$ cat src/rtl/seg7_scan.sv
// rtl/seg7_scan.sv - multiplexed seven-segment scan driver with frame-synchronous double buffering
module seg7_scan #(
    parameter int DIGITS   = 4,
    parameter int SCAN_DIV = 1000
) (
    input  logic                  clk,
    input  logic                  rst_n,
    input  logic                  load,
    input  logic [4*DIGITS-1:0]   value,
    input  logic                  blank_lz,
    output logic [3:0]            hex,
    output logic [DIGITS-1:0]     digit_en,
    output logic                  frame,
    output logic                  ready
);

    localparam int PW = (SCAN_DIV > 1) ? $clog2(SCAN_DIV) : 1;
    localparam int IW = $clog2(DIGITS);
    localparam logic [PW-1:0] PMAX = PW'(SCAN_DIV - 1);
    localparam logic [IW-1:0] IMAX = IW'(DIGITS - 1);

    logic [PW-1:0]         pcnt;
    logic [IW-1:0]         idx;
    logic [4*DIGITS-1:0]   active;
    logic [4*DIGITS-1:0]   pending;
    logic                  pend_v;
    logic                  tick;
    logic                  wrap;
    logic [DIGITS-1:0]     lz;
    logic                  blank;

    assign tick = (pcnt == PMAX);
    assign wrap = tick && (idx == IMAX);

    always_ff @(posedge clk) begin
        if (!rst_n) begin
            pcnt    <= '0;
            idx     <= '0;
            active  <= '0;
            pending <= '0;
            pend_v  <= 1'b0;
            frame   <= 1'b0;
        end else begin
            if (tick) begin
                pcnt <= '0;
                idx  <= (idx == IMAX) ? '0 : idx + 1'b1;
            end else begin
                pcnt <= pcnt + 1'b1;
            end
            frame <= wrap;
            if (wrap && pend_v) begin
                active <= pending;
                pend_v <= 1'b0;
            end
            // A load on the wrap edge still lands in pending after the transfer above.
            if (load) begin
                pending <= value;
                pend_v  <= 1'b1;
            end
        end
    end

    // lz[i] is set when digits DIGITS-1 down to i of the active value are all zero.
    always_comb begin
        lz = '0;
        lz[DIGITS-1] = (active[4*(DIGITS-1) +: 4] == 4'h0);
        for (int i = DIGITS - 2; i >= 0; i--) begin
            lz[i] = lz[i+1] && (active[4*i +: 4] == 4'h0);
        end
    end

    assign blank    = blank_lz && (idx != '0) && lz[idx];
    assign hex      = blank ? 4'hF : active[{idx, 2'b00} +: 4];
    assign digit_en = DIGITS'(1) << idx;
    assign ready    = ~pend_v;

endmodule

$ cat config.mk
export PLATFORM = sky130hd
export DESIGN_NAME = seg7_scan
export DESIGN_NICKNAME = d
export VERILOG_FILES = /design/src/rtl/seg7_scan.sv
export SDC_FILE = /design/constraint.sdc
export NUM_CORES = 1
export LEC_CHECK = 0
export ABC_AREA = 1
export CAP_MARGIN = 20
export CORE_AREA = 2 2 72 74
export CTS_CLUSTER_SIZE = 10
export DETAILED_ROUTE_END_ITERATION = 8
export DIE_AREA = 0 0 74 76
export PLACE_DENSITY_LB_ADDON = 0.2
export SYNTH_ARGS = -nofsm -noshare
export SYNTH_HDL_FRONTEND = slang
export SYNTH_SLANG_ARGS = --single-unit
$ cat constraint.sdc
create_clock -name clk -period 2.3 [get_ports clk]
set_clock_uncertainty 0.2 [all_clocks]
set_input_delay 0.46 -clock clk [delete_from_list [all_inputs] [get_ports clk]]
set_output_delay 0.46 -clock clk [all_outputs]
set_load 0.01 [all_outputs]
Word level (Yosys, flattened, before mapping)
Cells that the tools add are included.
{"block": "totals", "out_inout_bits": 10, "in_bits": 20, "reg_bits": 46, "word_cells": 35}
{"block": "op_classes", "n_eq_ne": 2, "shifts": 2, "n_addsub": 2, "n_mux": 6, "n_reduce_logical": 14, "order_cmp": 1, "bitwise": 2}
{"operator": "4-bit logical NOT", "n": 4}
{"operator": "16-bit by 5-bit indexed part select with 4-bit output", "n": 1}
{"operator": "10-bit by 1-bit adder with 10-bit output (second input constant)", "n": 1}
{"operator": "10-bit == test (second input constant)", "n": 1}
{"operator": "1-bit logical AND", "n": 7}
{"operator": "4-bit two-way mux", "n": 1}
{"operator": "2-bit nonzero test", "n": 2}
{"operator": "1-bit by 2-bit << shifter with 4-bit output (first input constant)", "n": 1}
{"operator": "2-bit by 3-bit < comparator with 1-bit output (second input constant)", "n": 1}
{"operator": "1-bit two-way mux", "n": 3}
{"operator": "2-bit by 1-bit adder with 2-bit output (second input constant)", "n": 1}
{"operator": "1-bit binary-select mux with 2-bit select", "n": 1}
{"operator": "2-bit == test (second input constant)", "n": 1}
{"operator": "2-bit two-way mux", "n": 1}
{"operator": "1-bit NOT", "n": 2}
{"operator": "2-bit OR reduction", "n": 1}

Depth between registers and ports, before layout
{"block": "depth", "depth_word": 8, "mapped_depth": 9, "mapped_depth_nobuf": 8}

Worst setup path after synthesis
OpenSTA, ideal clock, no wires.
{"block": "synth_path", "path_kind": "flip-flop to output port", "start": "reg idx[1]", "end": "out hex[0]", "n_path_buf": 1, "required_ns": 1.640, "arrival_ns": 1.365, "stages_incl_launch_ff": 9, "path_slack_ns": 0.275, "path_cell_list": "dfxtp_1 -> clkbuf_1 -> inv_1 -> ha_1 -> inv_1 -> nand4_1 -> nor2_1 -> nand2_1 -> nand2_1"}
{"block": "synth_via", "elab_chain_len": 4, "elab_cells_between_ends": 7, "cone_classes": "shift (1); mux (3); reduce/logical (3)"}
{"item": "start: declaration", "line_no": "23", "text": "logic [IW-1:0] idx;"}
{"item": "start signal: assignment", "line_no": "46", "text": "idx <= (idx == IMAX) ? '0 : idx + 1'b1;"}
{"item": "branches (longest 3 deep; another with 16-bit by 5-bit indexed part select with 4-bit output)"}
{"item": "4-bit two-way mux *", "line_no": "73", "text": "assign hex = blank ? 4'hF : active[{idx, 2'b00} +: 4];"}
{"item": "end: declaration", "line_no": "11", "text": "output logic [3:0] hex,"}
Mark *: on every way between the ends. The select of a mux whose other input is x is not followed.

Final worst setup path
{"block": "layout_path", "start": "reg idx[0]", "end": "out digit_en[3]"}
{"block": "layout_via", "elab_chain_len": 1}
{"item": "1-bit by 2-bit << shifter with 4-bit output", "line_no": "74", "text": "assign digit_en = DIGITS'(1) << idx;"}
{"item": "end: declaration", "line_no": "12", "text": "output logic [DIGITS-1:0] digit_en,"}
Every way passes these cells.

==> reports/qor.yml <==
sta:
  setup_violations: 0
  fin_crit_sh_pct: 96.0
  finalMaxSlewViolations: 0
  fin_setup_tns_ps: 0
  finalCriticalPeriod_ps: 2210
  rsz0062_at_grt: "no"
  layout_setup_ws_ps: 91.4
  worst_pin_slew_ps: 570
  slew_headroom_pct: 61.9
  fmax_ghz: 0.453
  finalHoldViolations: 0
routing:
  vias_per_cell: 4.65
  wl_per_cell_um: 10.1
  vias: 1845
  drtIter0Drc: 103
  drtPass1Iterations: 5
  drc: 0
  wl_mm: 3.99
  ant_nets: 0
worst_setup_path:
  start_kind: "register"
  required_ps: 1640
  crit_chain: "buf_4 > ha_4 > clkdlybuf4s50_1"
  cp_slowest_cell: "clkdlybuf4s50_1"
  critPathKind: "reg2out"
  crit_path_end_kind: "output port"
  cp_max_fo: 12
  slowest_delay_ps: 530
  cp.arrival_ps: 1550
cts:
  clockBufferDepth: 2
  ctsHoldBuffers: 0
  cts_tree: "done"
  cts.repair.resized: 5
  clock_latency_ps: 300
  numCtsBuffers: 5
  cts.htree.levels: 2
  path_clk_slew_ps: 80
  cts_setup_buffers: 0
  cts_root_buf: "clkbuf_8"
  clock_sinks: 46
grt:
  first_global_vias: 1620
  grt_first_pass_wirelength_mm: 6.91
  antenna_found_initial: 0
  grt_use_total_pct: 15.7
  grt-ovfl-total: 0
  grt_max_degree: 34
synth:
  async_reset_ff_share_pct: 0
  yosysTopAreaCellShare_pct: 44.1
  yosysWarnings: 0
  synthSimpleGateAreaFrac_pct: 27.3
  synth_largest_area_cell: "dfxtp_1"
  synth_top_family_by_area: "simple AND/OR/NAND/NOR gates"
  synth-edff-count: 0
  synth.top_cells.by_area: "dfxtp_1 (44%), nor2_1 (9.2%), o21ai_0 (7.9%)"
  ys_types: 24
  avgSynthCellArea_um2: 7.05
  synth_cells: 296
  muxShareOfSynthArea_pct: 0
  ys_seq_area_share_pct: 44.1
  syn_area_mm2: 0.00209
  synth-seq-cells: 46
  syn_nets: 321
  synthAdderAreaFrac_pct: 3.00
  synth_compound_area_share_pct: 15.3
  synthFlopType: "dfxtp_1"
  synth-xor-area-share_pct: 0
floorplanning:
  die_y_um: 76
  core.rowCount: 26
  die_w_um: 74
  start_util_pct: 42.5
  dieArea_mm2: 0.00562
  io_pins: 30
  core_area_mm2: 0.00491
finish:
  antenna_cells: 0
  drive_gt1_share_pct: 8.26
  synthToLayoutAreaGrowth_pct: 22.1
  regArea_um2: 921
  multi_input_area_um2: 968
  nets: 351
  n_fill_cell: 533
place:
  gp_congestion: 0.789
  port_buffers: 29
  dp_hpwl_mm: 2.98
  place_ws_ps: -166
pwr:
  cellLeakagePower_nw: 1.04
  irDropWorstVdd_mv: 0.329
  power_density_mw_per_mm2: 568
status:
  outcome: "complete, no violations"
flow_run:
  maxCapViolations: 0
worst_hold_path:
  hold_class: "reg2reg"
==> stage by stage <==
step	cell area, µm²	cells	hold slack (ps)	total power [mW]	utilization (%)
finish	2550	397	249	1.45	51.9
CTS	2550	397	256	1.47	51.9
detailed placement	2460	389	238	0.960	50.1
global route	2550	397	282	1.52	51.9
floorplan	2090	296	218	0.909	-
global placement	2460	389	229	0.958	50.1
==> synth_stat cells, drive strengths merged (2+ instances only) <==
library cell,number
a21oi,28
clkbuf,9
ha,5
nor2,54
inv,40
nand2,43
buf,5
nor3b,2
nor3,3
dfxtp,46
nand3,20
o21ai,33
nand3b,2
nand4,2
==> path summary, 6_finish.rpt <==
| check | endpoint | from | cells past startpoint | slack (ps) |
|---|---|---|---|---|
| max | digit_en[3] | idx[0] | 3 | 90 |
| min | pcnt[0] | pcnt[0] | 1 | 250 |
| max reg2reg | active[10] | pcnt[0] | 7 | 380 |
| min reg2reg | pcnt[0] | pcnt[0] | 1 | 250 |
==> sequential cells by signal, summed over array words and instances, names as in the netlist <==
| signal | cells |
|---|---|
| active | 16 |
| pending | 16 |
| pcnt | 10 |
| idx | 2 |
| frame | 1 |
| pend_v | 1 |
==> worst max-delay path: cells and delay by family (launching register included) <==
family | cells | cell delay, ps
buffers and inverters | 2 | 720
adders and majority gates | 1 | 180
DFF | 1 | 340
==> layer usage <==
layer  vias to the layer above  track usage (%)  wire, µm
met2                        37             24.0      1790
li1                       1000                -         -
met1                       798             20.3      1970
met4                         0             6.18        72
met3                        10             5.16       160
met5                         -                0         0
==> power by group <==
part | internal, mW | switching (mW) | leakage [nW] | total [mW]
clock | 0.243 | 0.266 | 0.0482 | 0.508
sequential | 0.821 | 0.00806 | 0.376 | 0.829
combinational | 0.0556 | 0.0560 | 0.618 | 0.112
==> logic make-up after synthesis <==
group	Yosys count
and+or+nand+nor	128
AOI/OAI and AO/OA	63
buffers and inverters	54
DFF	46
adders and majority gates	5
==> cell type report <==
class                   count  share of cell area, %
inverters                  40                   5.89
clock buffers               7                   3.39
flip-flops and latches     46                   36.1
clock inverters             1                  0.196
multi-input cells         196                   38.0
well taps                  70                   3.44
repair buffers             37                   13.0
==> cell usage in the layout, fill, tap and decap left out <==
cell type / count
nor2_2: 2
o21ai_0: 33
nor3_1: 2
nand3_1: 19
clkdlybuf4s50_1: 25
clkinv_2: 1
or2_2: 1
clkbuf_8: 6
ha_1: 4
nand3_4: 1
clkbuf_1: 1
buf_4: 8
nor2_4: 1
nand3b_1: 2
nor4_1: 1
nor3b_1: 2
dfxtp_1: 46
nand2_1: 42
nand4_1: 2
nand2_2: 1
o21bai_1: 1
ha_4: 1
clkbuf_2: 4
a21oi_1: 28
inv_1: 40
a22oi_1: 1
nor2_1: 51
nor3_4: 1
(Power assumes the default switching activity.)
